### config.mk
export PLATFORM = sky130hd
export DESIGN_NAME = bidir_io_cfg
export DESIGN_NICKNAME = d
export VERILOG_FILES = /design/src/rtl/bidir_io_cfg_pkg.sv /design/src/rtl/bidir_io_cfg_regs.sv /design/src/rtl/bidir_io_cfg.sv
export SDC_FILE = /design/constraint.sdc
export NUM_CORES = 2
export LEC_CHECK = 0
export CORE_MARGIN = 1
export CORE_UTILIZATION = 56
export DETAILED_ROUTE_END_ITERATION = 7
export PLACE_DENSITY = 0.78
export SLEW_MARGIN = 30
export SYNTH_ARGS = -nofsm -noshare
export SYNTH_HDL_FRONTEND = slang
export SYNTH_SLANG_ARGS = --single-unit
export TNS_END_PERCENT = 5
### constraint.sdc
create_clock -name clk -period 2.5 [get_ports clk]
set_input_delay 0.25 -clock clk [delete_from_list [all_inputs] [get_ports clk]]
set_output_delay 0.25 -clock clk [all_outputs]
set_load 0.05 [all_outputs]
### src/rtl/bidir_io_cfg_pkg.sv
// Shared definitions for the bidir_io configuration controller: sequencer states,
// register addresses and STATUS bit positions.
package bidir_io_cfg_pkg;

    typedef enum logic [2:0] {
        ST_IDLE    = 3'd0,
        ST_QUIESCE = 3'd1,
        ST_DRAIN   = 3'd2,
        ST_APPLY   = 3'd3,
        ST_SETTLE  = 3'd4
    } cfg_state_e;

    localparam logic [7:0] ADDR_ENA_LO = 8'h40;
    localparam logic [7:0] ADDR_ENA_HI = 8'h41;
    localparam logic [7:0] ADDR_OD_LO  = 8'h42;
    localparam logic [7:0] ADDR_OD_HI  = 8'h43;
    localparam logic [7:0] ADDR_CTRL   = 8'h44;
    localparam logic [7:0] ADDR_STATUS = 8'h45;

    localparam int STATUS_BUSY_BIT       = 0;
    localparam int STATUS_PENDING_BIT    = 1;
    localparam int STATUS_WR_DROPPED_BIT = 2;
    localparam int CTRL_COMMIT_BIT       = 0;

    // True for the four words that hold the enable / open-drain shadow halves.
    function automatic logic is_mask_addr(input logic [7:0] addr);
        return (addr >= ADDR_ENA_LO) && (addr <= ADDR_OD_HI);
    endfunction

endpackage

### src/rtl/bidir_io_cfg_regs.sv
// Shadow register file and registered read mux. Shadow writes are refused while
// the sequencer is running so the values being applied cannot change under it.
module bidir_io_cfg_regs
    import bidir_io_cfg_pkg::*;
#(
    parameter int IOWidth      = 36,
    parameter int PortNumWidth = 8
) (
    input  logic                                  clk,
    input  logic                                  reset_n,
    input  logic [7:0]                            bus_addr,
    input  logic [31:0]                           bus_wdata,
    input  logic                                  bus_wr,
    input  logic                                  bus_rd,
    input  logic                                  lock,
    input  logic                                  busy,
    input  logic                                  pending,
    output logic [IOWidth-1:0][PortNumWidth-1:0]  shadow_psel,
    output logic [IOWidth-1:0]                    shadow_ena,
    output logic [IOWidth-1:0]                    shadow_od,
    output logic                                  commit,
    output logic [31:0]                           bus_rdata
);

    logic [IOWidth-1:0][PortNumWidth-1:0] psel_r;
    logic [IOWidth-1:0]                   ena_r;
    logic [IOWidth-1:0]                   od_r;
    logic                                 wr_dropped_r;
    logic [31:0]                          rdata_r;

    logic        psel_hit_s;
    logic        shadow_wr_s;
    logic        wr_ok_s;
    logic        status_rd_s;
    logic        commit_s;
    logic [63:0] ena_pad_s;
    logic [63:0] od_pad_s;
    logic [31:0] status_s;
    logic [31:0] rd_mux_s;

    // Merge one 32-bit half into a pin-wide mask; bits beyond IOWidth simply do not exist.
    function automatic logic [IOWidth-1:0] merge_half(input logic [IOWidth-1:0] cur,
                                                     input logic wr_lo, input logic wr_hi,
                                                     input logic [31:0] wdata);
        logic [IOWidth-1:0] nxt;
        for (int i = 0; i < IOWidth; i++) begin
            if (i < 32) begin
                nxt[i] = wr_lo ? wdata[i % 32] : cur[i];
            end else begin
                nxt[i] = wr_hi ? wdata[i % 32] : cur[i];
            end
        end
        return nxt;
    endfunction

    // Address decode for shadow writes, commit requests and STATUS reads.
    always_comb begin
        psel_hit_s  = ({24'd0, bus_addr} < 32'(IOWidth));
        shadow_wr_s = bus_wr & (psel_hit_s | is_mask_addr(bus_addr));
        wr_ok_s     = shadow_wr_s & ~lock;
        status_rd_s = bus_rd & (bus_addr == ADDR_STATUS);
        commit_s    = bus_wr & (bus_addr == ADDR_CTRL) & bus_wdata[CTRL_COMMIT_BIT];
    end

    // Read mux; unmapped words and bits above IOWidth read as zero.
    always_comb begin
        ena_pad_s = 64'(ena_r);
        od_pad_s  = 64'(od_r);
        status_s  = 32'd0;
        status_s[STATUS_BUSY_BIT]       = busy;
        status_s[STATUS_PENDING_BIT]    = pending;
        status_s[STATUS_WR_DROPPED_BIT] = wr_dropped_r;
        rd_mux_s  = 32'd0;
        case (bus_addr)
            ADDR_ENA_LO: rd_mux_s = ena_pad_s[31:0];
            ADDR_ENA_HI: rd_mux_s = ena_pad_s[63:32];
            ADDR_OD_LO:  rd_mux_s = od_pad_s[31:0];
            ADDR_OD_HI:  rd_mux_s = od_pad_s[63:32];
            ADDR_CTRL:   rd_mux_s = 32'd0;
            ADDR_STATUS: rd_mux_s = status_s;
            default: begin
                for (int i = 0; i < IOWidth; i++) begin
                    rd_mux_s = rd_mux_s | ((bus_addr == 8'(i)) ? 32'(psel_r[i]) : 32'd0);
                end
            end
        endcase
    end

    // Shadow register file, identity port mapping out of reset.
    always_ff @(posedge clk or negedge reset_n) begin
        if (!reset_n) begin
            for (int i = 0; i < IOWidth; i++) begin
                psel_r[i] <= PortNumWidth'(i);
            end
            ena_r <= {IOWidth{1'b0}};
            od_r  <= {IOWidth{1'b0}};
        end else if (wr_ok_s) begin
            for (int i = 0; i < IOWidth; i++) begin
                if (bus_addr == 8'(i)) begin
                    psel_r[i] <= bus_wdata[PortNumWidth-1:0];
                end
            end
            ena_r <= merge_half(ena_r, bus_addr == ADDR_ENA_LO, bus_addr == ADDR_ENA_HI, bus_wdata);
            od_r  <= merge_half(od_r, bus_addr == ADDR_OD_LO, bus_addr == ADDR_OD_HI, bus_wdata);
        end
    end

    // Sticky dropped-write flag; a new drop wins over a clearing STATUS read.
    always_ff @(posedge clk or negedge reset_n) begin
        if (!reset_n) begin
            wr_dropped_r <= 1'b0;
        end else if (shadow_wr_s & lock) begin
            wr_dropped_r <= 1'b1;
        end else if (status_rd_s) begin
            wr_dropped_r <= 1'b0;
        end
    end

    // Registered read data, held until the next read.
    always_ff @(posedge clk or negedge reset_n) begin
        if (!reset_n) begin
            rdata_r <= 32'd0;
        end else if (bus_rd) begin
            rdata_r <= rd_mux_s;
        end
    end

    assign shadow_psel = psel_r;
    assign shadow_ena  = ena_r;
    assign shadow_od   = od_r;
    assign commit      = commit_s;
    assign bus_rdata   = rdata_r;

endmodule

### src/rtl/bidir_io_cfg.sv
// Pin configuration controller: shadow registers plus a break-before-make commit
// sequencer driving the active portselnum / out_ena / od registers of bidir_io.
module bidir_io_cfg
    import bidir_io_cfg_pkg::*;
#(
    parameter int IOWidth      = 36,
    parameter int PortNumWidth = 8,
    parameter int DrainCycles  = 2
) (
    input  logic                                  clk,
    input  logic                                  reset_n,
    input  logic [7:0]                            bus_addr,
    input  logic [31:0]                           bus_wdata,
    input  logic                                  bus_wr,
    input  logic                                  bus_rd,
    output logic [31:0]                           bus_rdata,
    output logic                                  busy,
    output logic [IOWidth-1:0][PortNumWidth-1:0]  portselnum,
    output logic [IOWidth-1:0]                    out_ena,
    output logic [IOWidth-1:0]                    od
);

    localparam int CntWidth = (DrainCycles < 2) ? 1 : $clog2(DrainCycles);
    localparam logic [CntWidth-1:0] DRAIN_LOAD = CntWidth'(DrainCycles - 1);

    cfg_state_e                           state_r;
    logic [CntWidth-1:0]                  drain_cnt_r;
    logic                                 busy_r;
    logic                                 pending_r;
    logic [IOWidth-1:0][PortNumWidth-1:0] act_psel_r;
    logic [IOWidth-1:0]                   act_ena_r;
    logic [IOWidth-1:0]                   act_od_r;

    logic [IOWidth-1:0][PortNumWidth-1:0] shadow_psel_s;
    logic [IOWidth-1:0]                   shadow_ena_s;
    logic [IOWidth-1:0]                   shadow_od_s;
    logic [IOWidth-1:0][PortNumWidth-1:0] apply_psel_s;
    logic [IOWidth-1:0]                   chg_s;
    logic                                 commit_s;
    logic                                 lock_s;

    bidir_io_cfg_regs #(
        .IOWidth      (IOWidth),
        .PortNumWidth (PortNumWidth)
    ) u_regs (
        .clk         (clk),
        .reset_n     (reset_n),
        .bus_addr    (bus_addr),
        .bus_wdata   (bus_wdata),
        .bus_wr      (bus_wr),
        .bus_rd      (bus_rd),
        .lock        (lock_s),
        .busy        (busy_r),
        .pending     (pending_r),
        .shadow_psel (shadow_psel_s),
        .shadow_ena  (shadow_ena_s),
        .shadow_od   (shadow_od_s),
        .commit      (commit_s),
        .bus_rdata   (bus_rdata)
    );

    // Pins whose source or drive type will change, and the clamped select values to apply.
    always_comb begin
        lock_s = (state_r != ST_IDLE);
        chg_s  = {IOWidth{1'b0}};
        for (int i = 0; i < IOWidth; i++) begin
            chg_s[i] = (shadow_psel_s[i] != act_psel_r[i]) | (shadow_od_s[i] != act_od_r[i]);
            if (32'(shadow_psel_s[i]) < 32'(IOWidth)) begin
                apply_psel_s[i] = shadow_psel_s[i];
            end else begin
                apply_psel_s[i] = PortNumWidth'(i);
            end
        end
    end

    // Commit sequencer; every action takes effect on the edge that leaves its state.
    always_ff @(posedge clk or negedge reset_n) begin
        if (!reset_n) begin
            state_r     <= ST_IDLE;
            drain_cnt_r <= {CntWidth{1'b0}};
            busy_r      <= 1'b0;
            pending_r   <= 1'b0;
            for (int i = 0; i < IOWidth; i++) begin
                act_psel_r[i] <= PortNumWidth'(i);
            end
            act_ena_r <= {IOWidth{1'b0}};
            act_od_r  <= {IOWidth{1'b0}};
        end else begin
            if ((state_r != ST_IDLE) && commit_s) begin
                pending_r <= 1'b1;
            end
            case (state_r)
                ST_IDLE: begin
                    busy_r <= 1'b0;
                    if (commit_s || pending_r) begin
                        pending_r <= 1'b0;
                        state_r   <= ST_QUIESCE;
                    end
                end
                ST_QUIESCE: begin
                    act_ena_r   <= act_ena_r & ~chg_s;
                    busy_r      <= 1'b1;
                    drain_cnt_r <= DRAIN_LOAD;
                    state_r     <= ST_DRAIN;
                end
                ST_DRAIN: begin
                    if (drain_cnt_r == {CntWidth{1'b0}}) begin
                        state_r <= ST_APPLY;
                    end else begin
                        drain_cnt_r <= drain_cnt_r - {{(CntWidth-1){1'b0}}, 1'b1};
                    end
                end
                ST_APPLY: begin
                    act_psel_r <= apply_psel_s;
                    act_od_r   <= shadow_od_s;
                    state_r    <= ST_SETTLE;
                end
                ST_SETTLE: begin
                    act_ena_r <= shadow_ena_s;
                    busy_r    <= 1'b0;
                    state_r   <= ST_IDLE;
                end
                default: begin
                    busy_r  <= 1'b0;
                    state_r <= ST_IDLE;
                end
            endcase
        end
    end

    assign busy       = busy_r;
    assign portselnum = act_psel_r;
    assign out_ena    = act_ena_r;
    assign od         = act_od_r;

endmodule

==> flow_summary.json <==
{
  "netlist_instances": 3326,
  "grt_usage_pct": 39.9,
  "die_area_sq_mm": 0.0652,
  "grt_pass1_wl_um": 195000,
  "pin_count": 437,
  "netlist_area_sq_mm": 0.0360,
  "yosysTopAreaCell": "dfrtp_1",
  "drc": 0,
  "cts_sinks": 759,
  "rsz0062_at_grt": "no",
  "final_max_slew_viol_count": 0,
  "fmax_mhz": 404,
  "status": "finished clean",
  "nNetsFinal": 3980,
  "p_per_area_mw_per_mm2": 751,
  "min_path_type": "in -> reg",
  "clock-root-buffer": "clkbuf_16",
  "dp_hpwl_um": 95200,
  "overflow": 0,
  "wl_per_cell_um": 26.9,
  "ys_ff_latch": 759,
  "crit_fanout": 14,
  "yosysMostFrequentCell": "dfrtp_1",
  "avgSynthCellArea_sq_um": 10.8,
  "grt_max_degree": 170,
  "via_count": 29800,
  "setup_viol": 0,
  "maxSlewHeadroom_pct": 41.0,
  "critPathTopFamily": "buffers and inverters",
  "finalSetupTns_ns": 0,
  "viasPerCell": 6.13,
  "dr.pass1.iters": 6,
  "slowest_stage": "clkdlybuf4s50_1",
  "hp-start": "bus_rd",
  "critPathArrivalTime_ns": 2.98,
  "skew_ns": 0.0217,
  "crit_required_ns": 3.01,
  "synthTopCellsByArea": "dfrtp_1 41%, dfstp_2 13%, mux2_2 11%, xnor2_1 6.2%, nand2_1 5.6%",
  "yosysSeqAreaShare_pct": 53.4,
  "startpoint": "bus_addr[3]",
  "path_class": "in -> reg",
  "worstSetupStartpointType": "input pin",
  "synth_warnings": 0,
  "ir_worst_vdd_uv": 557,
  "power.total_mw": 34.6,
  "syn-num-nets": 3370,
  "synth_edf_count": 0,
  "synth_cell_types": 79,
  "grt_pass1_vias": 29900,
  "synthFlopType": "dfrtp_1",
  "start_util_pct": 56.8,
  "clock_path_buffers": 3,
  "drt-initial-drc-count": 3262,
  "clk_pin_slew_ns": 0.06,
  "core_sq_mm": 0.0633,
  "htreeDepth": 3,
  "path_cells": "clkdlybuf4s50_1 > buf_4 > buf_12 > nor2_1 > buf_4 > nand2_1 > nor2_2 > and2_2 > buf_12 > mux2_2",
  "die_w_um": 255,
  "syn_to_final_growth_pct": 28.1,
  "synth_commonest_cells": "583 x dfrtp_1, 535 x nand2_1, 367 x mux2_2",
  "tightest_slew_ns": 0.885,
  "hold_viol_final": 0,
  "antenna_found_initial": 5,
  "tritoncts": "done",
  "die_y_um": 255,
  "antenna_left": 0,
  "timing.rr.start": "u_regs.shadow_psel[159]",
  "drv_cap": 0,
  "clock_latency_ns": 0.63,
  "place_congestion": 1.03,
  "drive_gt1_share_pct": 25.4,
  "crit_buf_inv": 5,
  "cpPeakStageDelay_ns": 0.48,
  "io_buffers": 436,
  "end_kind": "register",
  "synth_top_area_share_pct": 40.6,
  "wl_um": 131000,
  "fin_crit_sh_pct": 99.0,
  "p_leak_nw": 20.8,
  "period_needed_ns": 2.47,
  "async_flop_share_pct": 100,
  "cts_buffers": 80,
  "placement_rows": 92
}
tightest hold or removal path: cells and delay by family:
family                 cells  cell delay, ns
buffers and inverters      1            0.14
AOI/OAI and AO/OA          2            0.25
and+or+nand+nor            1            0.07
state kept, by name (all words and copies together) (netlist names):
name and cells:
portselnum 288, u_regs.shadow_psel 288, od 36, out_ena 36
u_regs.shadow_ena 36, u_regs.shadow_od 36, u_regs.bus_rdata 32, state_r 3
busy 1, drain_cnt_r 1, pending_r 1, u_regs.wr_dropped_r 1
stage by stage:
step / area (sq um) / worst slack [ns] / hold WS (ns) / utilization [%] / std cells
after floorplan: 36000 / 0.298 / -0.0456 / - / 3326
after global placement: 43400 / -0.524 / 0.258 / 68.5 / 4699
after detailed placement: 43400 / -0.536 / 0.259 / 68.5 / 4699
after CTS: 46100 / 0.104 / 0.0907 / 72.8 / 4848
after global routing: 46100 / 0.0349 / 0.145 / 72.8 / 4849
final: 46100 / 0.0260 / 0.140 / 72.8 / 4853
cells by family (layout without fill, tap and decap cells):
logic type / Yosys count / count (layout) / synth area share (%)
simple gates: 1132 / 1132 / 14.6
flops: 759 / 759 / 53.4
compound gates: 500 / 500 / 8.76
mux: 414 / 414 / 13.1
xor+xnor: 325 / 325 / 7.91
buf+inv: 196 / 872 / 2.28
other cells: 0 / 5 / 0
metal layers:
layer | track usage (%) | routed length, um | vias to the layer above
met5 | 0 | 12 | -
met1 | 54.0 | 53200 | 15100
met4 | 18.5 | 6160 | 2
met2 | 62.2 | 60500 | 1490
met3 | 8.07 | 10900 | 329
li1 | - | - | 12800
power breakdown:
| part | internal (mW) | leakage [nW] | switching [mW] |
|---|---|---|---|
| sequential | 13.4 | 9.90 | 0.930 |
| clock | 7.20 | 1.32 | 4.97 |
| combinational | 2.68 | 9.59 | 5.40 |
| total | 23.3 | 20.8 | 11.3 |
what timing repair did:
action	4_1_cts	5_1_grt
resized for setup	1	0
setup buffers	0	0
hold buffers	1	0
endpoints found under the hold margin	44	0
endpoints found under the setup margin	1	0
layout make-up:
| class | instances | area (sq um) |
|---|---|---|
| antenna | 5 | 12.5 |
| clock buffer | 119 | 2330 |
| clock inverter | 29 | 354 |
| fill | 4418 | 17200 |
| inverter | 6 | 27.5 |
| multi-input combinational | 2371 | 16000 |
| sequential | 759 | 19200 |
| tap | 846 | 1060 |
| timing repair buffer | 718 | 7130 |
worst paths after layout:
kind,endpoint,slack [ns],cells after the start
max reg2reg,u_regs.bus_rdata[7],0.12,8
min reg2reg,portselnum[281],0.46,2
max,u_regs.shadow_ena[23],0.03,10
min,u_regs.bus_rdata[6],0.14,4
min in group asynchronous,portselnum[79],0.19,2
max in group asynchronous,portselnum[123],1.36,3
cell usage in the layout (no fill, tap or decap), types with 23 or more instances in the layout:
cell type        instances
dfrtp_1                583
nand2_1                535
clkdlybuf4s50_1        431
mux2_2                 367
xnor2_1                253
buf_4                  228
o21ai_0                194
dfstp_2                176
nor2_1                 174
nand3_1                133
a21oi_1                 98
clkbuf_16               82
and2_1                  79
xor2_1                  72
a22oi_1                 55
buf_12                  53
nor4_1                  44
nand4_1                 41
nor3_1                  39
mux2i_1                 34
nor2_2                  25
clkbuf_1                23
Note: power is estimated with default switching activity, not from simulation.
